--- src/rtl/fp32_to_int32_seq.sv ---
// Serial float32 -> int32 converter: mantissa aligned one bit per cycle, valid/ready on both sides.
// Define FP32_TO_INT_ROUND_NEAREST_EN for round-to-nearest-even; default build truncates toward zero.
module fp32_to_int32_seq (
    input  logic               clk,
    input  logic               rst_n,
    input  logic               in_valid,
    output logic               in_ready,
    input  logic [31:0]        a,
    output logic               out_valid,
    input  logic               out_ready,
    output logic signed [31:0] res,
    output logic               ovf,
    output logic               inexact
);

    typedef enum logic [1:0] {IDLE, SHIFT, FINISH, DONE} state_t;

    state_t             state_q, state_d;
    logic [4:0]         count_q, count_d;
    logic               vld_q, vld_d;
    logic signed [31:0] res_q, res_d;
    logic               ovf_q, ovf_d;
    logic               inx_q, inx_d;

    logic [31:0]        mag_q, mag_d;
    logic               guard_q, guard_d;
    logic               sticky_q, sticky_d;
    logic               sign_q, sign_d;
    logic               left_q, left_d;
    logic               special_q, special_d;
    logic signed [31:0] sp_res_q, sp_res_d;
    logic               sp_ovf_q, sp_ovf_d;
    logic               sp_inx_q, sp_inx_d;

    logic               a_s;
    logic [7:0]         a_e;
    logic [22:0]        a_f;
    logic signed [9:0]  a_k;

    logic               dec_special, dec_ovf, dec_inx, dec_left;
    logic signed [31:0] dec_res;
    logic [4:0]         dec_count;

    function automatic logic signed [31:0] apply_sign(input logic s, input logic [31:0] m);
        logic signed [31:0] v;
        v = $signed(m);
        return s ? -v : v;
    endfunction

`ifdef FP32_TO_INT_ROUND_NEAREST_EN
    function automatic logic [31:0] round_mag(input logic [31:0] m, input logic g, input logic st);
        return m + {31'd0, g & (st | m[0])};
    endfunction
`endif

    assign a_s = a[31];
    assign a_e = a[30:23];
    assign a_f = a[22:0];
    assign a_k = $signed({2'b00, a_e}) - 10'sd127;

    // Operand classification; shift counts use e[4:0] since e-150 and 150-e both fit in 5 bits
    always_comb begin
        dec_special = 1'b0;
        dec_res     = '0;
        dec_ovf     = 1'b0;
        dec_inx     = 1'b0;
        dec_left    = 1'b0;
        dec_count   = '0;
        if (a_e == 8'hFF && a_f != 23'd0) begin
            dec_special = 1'b1;
            dec_res     = 32'sh7FFF_FFFF;
            dec_ovf     = 1'b1;
        end else if (a == 32'hCF00_0000) begin
            dec_special = 1'b1;
            dec_res     = 32'sh8000_0000;
        end else if (a_e == 8'hFF || a_k >= 10'sd31) begin
            dec_special = 1'b1;
            dec_res     = a_s ? 32'sh8000_0000 : 32'sh7FFF_FFFF;
            dec_ovf     = 1'b1;
        end else if (a_k < 10'sd0) begin
            dec_special = 1'b1;
            dec_inx     = (a_e != 8'd0) || (a_f != 23'd0);
`ifdef FP32_TO_INT_ROUND_NEAREST_EN
            if (a_k == -10'sd1) begin
                dec_inx = 1'b1;
                if (a_f != 23'd0)
                    dec_res = a_s ? -32'sd1 : 32'sd1;
            end
`endif
        end else if (a_k > 10'sd23) begin
            dec_left  = 1'b1;
            dec_count = a_e[4:0] - 5'd22;
        end else begin
            dec_count = 5'd22 - a_e[4:0];
        end
    end

    always_comb begin
        state_d   = state_q;
        count_d   = count_q;
        vld_d     = vld_q;
        res_d     = res_q;
        ovf_d     = ovf_q;
        inx_d     = inx_q;
        mag_d     = mag_q;
        guard_d   = guard_q;
        sticky_d  = sticky_q;
        sign_d    = sign_q;
        left_d    = left_q;
        special_d = special_q;
        sp_res_d  = sp_res_q;
        sp_ovf_d  = sp_ovf_q;
        sp_inx_d  = sp_inx_q;
        case (state_q)
            IDLE: begin
                if (in_valid) begin
                    state_d   = SHIFT;
                    count_d   = dec_count;
                    mag_d     = {8'h00, 1'b1, a_f};
                    guard_d   = 1'b0;
                    sticky_d  = 1'b0;
                    sign_d    = a_s;
                    left_d    = dec_left;
                    special_d = dec_special;
                    sp_res_d  = dec_res;
                    sp_ovf_d  = dec_ovf;
                    sp_inx_d  = dec_inx;
                end
            end
            // Serial alignment: one bit per cycle, right shifts feed guard then sticky
            SHIFT: begin
                if (count_q != 5'd0) begin
                    count_d = count_q - 5'd1;
                    if (left_q) begin
                        mag_d = mag_q << 1;
                    end else begin
                        mag_d    = mag_q >> 1;
                        guard_d  = mag_q[0];
                        sticky_d = sticky_q | guard_q;
                    end
                end else begin
                    state_d = FINISH;
                end
            end
            FINISH: begin
                if (special_q) begin
                    res_d = sp_res_q;
                    ovf_d = sp_ovf_q;
                    inx_d = sp_inx_q;
                end else begin
`ifdef FP32_TO_INT_ROUND_NEAREST_EN
                    res_d = apply_sign(sign_q, round_mag(mag_q, guard_q, sticky_q));
`else
                    res_d = apply_sign(sign_q, mag_q);
`endif
                    ovf_d = 1'b0;
                    inx_d = guard_q | sticky_q;
                end
                vld_d   = 1'b1;
                state_d = DONE;
            end
            DONE: begin
                if (out_ready) begin
                    vld_d   = 1'b0;
                    state_d = IDLE;
                end
            end
            default: state_d = IDLE;
        endcase
    end

    always_ff @(posedge clk or negedge rst_n) begin
        if (!rst_n) begin
            state_q <= IDLE;
            count_q <= '0;
            vld_q   <= 1'b0;
            res_q   <= '0;
            ovf_q   <= 1'b0;
            inx_q   <= 1'b0;
        end else begin
            state_q <= state_d;
            count_q <= count_d;
            vld_q   <= vld_d;
            res_q   <= res_d;
            ovf_q   <= ovf_d;
            inx_q   <= inx_d;
        end
    end

    // Datapath registers carry no reset; they are always loaded at accept
    always_ff @(posedge clk) begin
        mag_q     <= mag_d;
        guard_q   <= guard_d;
        sticky_q  <= sticky_d;
        sign_q    <= sign_d;
        left_q    <= left_d;
        special_q <= special_d;
        sp_res_q  <= sp_res_d;
        sp_ovf_q  <= sp_ovf_d;
        sp_inx_q  <= sp_inx_d;
    end

    assign in_ready  = rst_n && (state_q == IDLE);
    assign out_valid = vld_q;
    assign res       = res_q;
    assign ovf       = ovf_q;
    assign inexact   = inx_q;

endmodule

--- config.mk ---
export PLATFORM = sky130hd
export DESIGN_NAME = fp32_to_int32_seq
export DESIGN_NICKNAME = d
export VERILOG_FILES = /design/src/rtl/fp32_to_int32_seq.sv
export SDC_FILE = /design/constraint.sdc
export NUM_CORES = 1
export LEC_CHECK = 0
export ABC_AREA = 0
export BUFFER_PORTS_ARGS = -buffer_cell sky130_fd_sc_hd__buf_4
export CORE_MARGIN = 4
export CORE_UTILIZATION = 30
export DETAILED_ROUTE_END_ITERATION = 12
export PLACE_DENSITY = 0.58
export SKIP_LAST_GASP = 1
export SYNTH_ARGS = -nofsm -noshare
export SYNTH_HDL_FRONTEND = slang
export SYNTH_SLANG_ARGS = --single-unit
--- constraint.sdc ---
create_clock -name clk -period 4.67 [get_ports clk]
set_clock_uncertainty 0.2 [all_clocks]
set_input_delay 0.7005 -clock clk [delete_from_list [all_inputs] [get_ports clk]]
set_output_delay 0.7005 -clock clk [all_outputs]
set_load 0.02 [all_outputs]
Word level (Yosys, flattened, before mapping). Cells that the tools add are included.

Register bits: 113. Bits in latches: 0. Memory bits (writable): 0. Bits in read-only memories: 0. Input port bits: 36. Memories: 0.

Add/sub/neg operators: 5. $mul: 0. Div/mod/pow operators: 0. $lt $le $gt $ge: 3. Equality and inequality tests: 10. Shift-type cells: 0. Mux-type cells: 36. Bitwise logic cells: 2. Reductions and logical operators: 18.

Operators by type and width (number): $mux W32 (8); $pmux W32 S2 (1); $mux W5 (7); $eq A32 B32 Y1 const B (1); $neg A32 Y32 (1); $reduce_bool A23 Y1 (1); $mux W1 (12); $ne A2 B2 Y1 const B (5); $pmux W5 S2 (1); $ge A9 B6 Y1 const B (1); $gt A9 B6 Y1 const B (1); $lt A9 B1 Y1 const B (1); $sub A8 B7 Y9 const B (1); $eq A8 B8 Y1 const B (1); $pmux W2 S4 (1); $reduce_bool A8 Y1 (1); $reduce_or A4 Y1 (2); $mux W2 (3); $pmux W1 S2 (3); $reduce_and A3 Y1 (2); $reduce_bool A5 Y1 (1); $sub A5 B1 Y5 const B (1); $sub A5 B5 Y5 const A (1); $sub A5 B5 Y5 const B (1); 11 further kinds (16).

Longest topological paths before layout. Gate-level depths: netlist (run 1).

Word-level depth: 9. Depth in mapped cells: 11.

Worst setup path after synthesis (run 1). OpenSTA, ideal clock, no wires.

Path kind: register -> register. Start point: register mag_q[6]. End point: register res_q[31] (netlist: res[31]). Library setup time: 0.125 ns. Data arrival time: 2.715 ns. Required time: 4.345 ns. Setup slack: 1.630 ns. Stages on the path, launching flop included: 9. Period minus slack after synthesis: 3.040 ns. Cells stage by stage: edfxtp_1 -> or4_4 -> or4_4 -> buf_6 -> or4_4 -> o21ai_2 -> xor2_1 -> o21ai_1 -> mux2_4.

Cells in the longest elaborated chain, start to end: 3.

Ends and longest elaborated chain: start: declaration (RTL line 25) `logic [31:0] mag_q, mag_d;`; start signal: assignment (RTL line 192) `mag_q <= mag_d;`; $neg A32 Y32 (RTL line 47) `return s ? -v : v;`; $mux W32 (RTL line 47); $mux W32 (RTL line 146) `if (special_q) begin`; end signal: assignment (RTL line 184) `res_q <= res_d;`; end: declaration (RTL line 21) `logic signed [31:0] res_q, res_d;`.

No other way between the ends. A chain may end at the register's enable or synchronous reset.

Worst setup path after layout (run 1). Ends and elaborated chain as after synthesis.

==> metrics, run 1 <==
outcome finished, final reports clean; most frequent cells in the layout 76 x buf_4, 50 x nor2_1, 47 x a21oi_1, 44 x o21ai_0, 42 x dfrtp_1; fin. max-slew vios 0; worst hold slack between 0.1 and 0.15 ns; Worst-Margin Slew 0.947 ns; worst r2r src mag_q[6]$_DFFE_PP_; DRT Pass-1 Iters 4; minimum clock period 3.12 ns; root buf cell clkbuf_16; Synth warnings 0; DP HPWL 9020 um; clock buffer count from CTS 9; Final Cell Area approximately 5900 um2; CP most frequent cell or4_4; gr ovfl total 0; Worst Path Required between 4 and 5 ns; clk slew on worst S/H paths around 0.070 ns; Post-synth EDFFs around 40; critical path startpoint category register; DP Area between 5000 and 6000 um2; WS Path Type reg -> reg; final hold violation count 0; pwr/cell area around 690 nW/um2; average size of a mapped cell 9.70 um2; CP Buf/Inv Count 0; die area ~18000 um2; initial core utilization 0.306; gr usage total 0.133; Worst setup EP type register; CP Max Fanout 6; relative slew slack 0.369; postcts setup bufs 0; largest net degree at the start of global routing 56; share of layout cells above drive strength 1 0.183; synth top area cells edfxtp_1 25%, dfrtp_1 22%, mux2i_1 7.0%; Hold Crit Class in -> async; final worst setup slack ~1.5 ns; DRC 0; RSZ-0062 raised after global routing false; # rows 46; Setup TNS Final 0 ns; Slowest-stage cell, CP or4_4; WL final 12100 um; vias per std cell ~4.9; routed via count ~3800; maxcap violations 0; worst-path cell chain or4_4 -> or4_4 -> or4_4 -> o21ai_2 -> xor2_1 -> o21ai_1 -> mux2_4; slowest stage delay, CP around 0.58 ns; Final Util 0.370; Clock Latency Late Sink between 0.3 and 0.4 ns; H-tree Lvls 3; worst path arrival time ~3.2 ns; commonest non-fill, non-tap cell in the layout buf_4; worst setup path start mag_q[6]$_DFFE_PP_; Mapped Nets about 550; vias in the first global route ~3800; main flop type after synthesis dfrtp_1; Syn Std Cell Area approximately 4900 um2; post-synth top area share 0.253; endpoints failing setup 0; leakage power around 0.0024 uW; initial drt markers 241; Post-DRT Antenna Nets 0; Mapped Cells ~500; Ports about 70; Placement Setup Slack roughly 1.4 ns; distinct cell type count after synthesis 52; die height 135 um; Synth Register Bits just over 80; hold buffers post-CTS 0; routability cong. ~0.87; initial antenna violation count 0; Seq/Total Area, Yosys 0.469; CTS tree yes; routed len/inst ~16 um; Final Cycle Share 0.669; Antenna Cells 0; Num Clock Sinks just over 80; maximum vdd drop 0.234 mV; area leader, netlist edfxtp_1; P&R area growth vs syn 21.1%; port bufs between 70 and 80; Core ar. 15900 um2; maximum buffer depth of the clock tree 2; Final Net Count ~600; first-pass GRT wire length between 15000 and 20000 um; CTS resizes 0; cell family with most CP delay simple AND/OR/NAND/NOR gates; Chip Width roughly 140 um; async set-reset flop share out of synthesis 0.506; Fmax between 0.3 and 0.4 GHz
[power breakdown]
part | total [uW] | switching (uW) | internal, uW
sequential | 1600 | 364 | 1240
clock | 721 | 295 | 426
combinational | 1750 | 1040 | 712
[state kept, by name, summed over array words and instances (netlist names), 2 cells and up]
signal and flops:
mag_q 32, res 32, count_q 5, sp_res_q 2
state_q 2
[cell families (layout without fill, tap and decap cells)]
group           Yosys count  count (layout)  synth area share
compound gates          142             142             0.176
simple gates            135             135             0.136
flops                    83              83             0.469
buf+inv                  57             119            0.0471
mux                      37              37            0.0777
xor+xnor                 35              35            0.0631
fa+ha+maj                12              12            0.0309
[routing by layer]
metal	share of wire	global-route usage	up-vias
li1	-	-	1924
met1	0.49	0.188	1787
met2	0.45	0.199	78
met3	0.044	0.0334	12
met4	0.014	0.0414	0
met5	0	0	-
[stage by stage]
step / power (uW) / cells
global route: 4380 / 779
finish: 4080 / 779
detailed placement: 3390 / 762
CTS: 4110 / 778
global placement: 3340 / 762
floorplan: 2720 / 501
[synth_stat cells (all sizes together), types with 2 or more instances]
cell type,instances
a21o,3
xnor2,15
and2,3
nor4,6
buf,9
nand3,6
inv,27
a211oi,3
o22ai,7
nand2b,6
clkbuf,21
o21ai,47
mux2i,34
and3,3
o31ai,11
ha,12
nor4b,3
mux2,3
xor2,20
or3,5
a21oi,47
nor2,50
or4,5
edfxtp,41
dfrtp,42
or2,2
nor3,7
o41ai,3
nand4,6
o31a,2
nand2,27
nor2b,5
o211ai,6
[layout make-up]
type,instances,area [um2]
repair buffers,76,571
flip-flops and latches,83,2280
inverters,27,101
well taps,216,270
clock inverters,4,28.8
fillers,1629,10000
clock buffers,12,279
multi-input cells,361,2350
[final timing paths]
kind                            slack, ns  depth (start not counted)                endpoint
worst max-delay path                 1.55                          7     res[31]$_DFFE_PN0P_
worst min-delay path                 0.14                          1     res[20]$_DFFE_PN0P_
worst max register to register       1.55                          7     res[31]$_DFFE_PN0P_
worst min register to register       0.32                          2         ovf$_DFFE_PN0P_
max in group asynchronous            3.74                          1  state_q[0]$_DFFE_PN0P_
min in group clk                     0.32                          2         ovf$_DFFE_PN0P_
No activity file was read; power rests on OpenSTA's default activity.
==> run 2: changes to the inputs <==
- clock period: 4.67 -> 3 ns (I/O delays scaled with it)
==> metrics, run 2 (same netlist as run 1, synthesis figures left out) <==
outcome finished, final reports clean; routed len/inst 15.4 um (-0.85%); Worst-Margin Slew 0.952 ns (+0.00532 ns); gr ovfl total 0 (unchanged); Setup TNS Final 0 ns (unchanged); worst path arrival time 2.92 ns (-0.23 ns); CTS tree yes; leakage power 0.00252 uW (+3.0%); worst hold slack 0.0370 ns (-0.106 ns); Worst Path Required 3.02 ns (-1.68 ns); clk slew on worst S/H paths 0.06 ns (about the same); maxcap violations 0 (unchanged); WS Path Type reg -> reg; share of layout cells above drive strength 1 0.202 (+0.0195); Core ar. 15900 um2 (unchanged); P&R area growth vs syn 23.3%; commonest non-fill, non-tap cell in the layout buf_4; Design Power 6440 uW (+58%); critical path startpoint category register; Worst setup EP type register; routability cong. 0.806 (-6.9%); Fillers 1614 (-0.92%); part of the power in the clock network 0.174 (-0.003); net switching power 2630 uW (+54%); cell family with most CP delay simple AND/OR/NAND/NOR gates; CP Buf/Inv Count 0 (unchanged); DP HPWL 9120 um (+1.2%); placed insts 776 (+1.8%); maximum buffer depth of the clock tree 2 (unchanged); hold buffers post-CTS 0 (unchanged); clock buffer count from CTS 9 (unchanged); endpoints failing setup 0 (unchanged); maximum vdd drop 0.368 mV (+57%); Switching Share 0.408 (-0.00905); Antenna Cells 0 (unchanged); vias per std cell 4.87 (-0.21%); CP Max Fanout 4 (-2); DRC 0 (unchanged); WL final 12200 um (+1.1%); DRT Pass-1 Iters 5 (+1); H-tree Lvls 3 (unchanged); # rows 46 (unchanged); Num Clock Sinks 83 (unchanged); final instance count without filler cells 794 (+1.9%); vias in the first global route 3854 (+2.5%); initial antenna violation count 0 (unchanged); worst-path cell chain or4_1 -> or3_1 -> or4_4 -> o21ai_2 -> xor2_1 -> o21ai_1 -> mux2_4; port bufs 71 (unchanged); Clock Latency Late Sink 0.34 ns (about the same); Final Util 0.377 (+0.00693); final hold violation count 0 (unchanged); Ports 72 (unchanged); largest net degree at the start of global routing 54 (-3.6%); Slowest-stage cell, CP or4_1; sequential group share of total power 0.375 (-0.018); die height 135 um (unchanged); Final Net Count 621 (+2.5%); Logic pwr share 0.451 (+0.021); first-pass GRT wire length 20200 um (+3.3%); Hold Crit Class in -> async; Final Cycle Share 0.967 (+0.298); root buf cell clkbuf_16; RSZ-0062 raised after global routing true; gr usage total 0.137 (+0.00447); Fmax 0.345 GHz (+7.6%); Post-DRT Antenna Nets 0 (unchanged); routed via count 3866 (+1.7%); Chip Width 135 um (unchanged); die area 18300 um2 (unchanged); initial core utilization 0.306 (unchanged); internal power 3810 uW (+60%); fin. max-slew vios 0 (unchanged); slowest stage delay, CP 0.58 ns (about the same); minimum clock period 2.90 ns (-0.222 ns); pwr/cell area 1070 nW/um2 (+55%); most frequent cells in the layout 91 x buf_4, 50 x nor2_1, 47 x a21oi_1, 44 x o21ai_0, 42 x dfrtp_1; relative slew slack 0.365 (-0.00355); initial drt markers 238 (-1.2%)
==> run 2: cell types whose count changed in the layout (fill, tap and decap cells not counted) <==
cell        previous run  this run
buf_4                 76        91
bufinv_16              0         1
clkbuf_1               1         3
clkbuf_16             11         9
clkbuf_8               0         2
clkinvlp_4             2         0
inv_6                  1         0
nor4_1                 6         5
nor4_2                 0         1
==> run 2: layout make-up <==
type,instances,area (um2),area share
Inverter,27,101,0.0169
Timing Repair Buffer,91,683,0.114
Clock inverter,2,35.0,0.00584
Sequential cell,83,2280,0.381
Clock buffer,14,264,0.0440
Tap cell,216,270,0.0451
Multi-Input combinational cell,361,2360,0.393
==> run 2: timing repair <==
item                                    4_1_cts  5_1_grt
gates resized for setup                       0        1
endpoints found under the setup margin        0        2
buffers inserted                              0        2
==> run 2: worst paths after layout <==
kind,slack [ns],end,cells past startpoint,startpoint
min in group clk,0.12,out_valid$_DFFE_PN0P_,2,out_ready
setup reg to reg,0.1,res[31]$_DFFE_PN0P_,7,mag_q[20]$_DFFE_PP_
hold reg to reg,0.30,count_q[1]$_DFFE_PN0P_,2,count_q[1]$_DFFE_PN0P_
max in group asynchronous,2.19,state_q[1]$_DFFE_PN0P_,2,rst_n
hold / removal,0.04,res[24]$_DFFE_PN0P_,2,rst_n
setup / recovery,0.1,res[31]$_DFFE_PN0P_,7,mag_q[20]$_DFFE_PP_
==> run 2: power by group through the flow <==
| stage | combinational, uW | clock [uW] | sequential (uW) |
|---|---|---|---|
| 3_5_place_dp | 2910 | 0 | 2440 |
| 6_report | 2900 | 1120 | 2420 |
| 3_3_place_gp | 2850 | 0 | 2410 |
| 4_1_cts | 2920 | 1140 | 2420 |
| 2_1_floorplan | 1650 | 0 | 2590 |
| 5_1_grt | 3240 | 1190 | 2500 |
==> run 2: per-stage QoR <==
| step | area, um2 | setup slack [ns] |
|---|---|---|
| CTS | 5970 | 0.0556 |
| global route | 5990 | -0.0546 |
| floorplan | 4860 | 0.0650 |
| global placement | 5670 | 0.118 |
| detailed placement | 5670 | 0.0911 |
| finish | 5990 | 0.0998 |
==> run 2: per-layer routing <==
layer | vias to the layer above | global-route usage | routed length (um)
li1 | 1949 | - | -
met1 | 1804 | 0.201 | 6020
met2 | 100 | 0.203 | 5400
met3 | 13 | 0.0260 | 608
met4 | 0 | 0.0465 | 187
met5 | - | 0 | 0
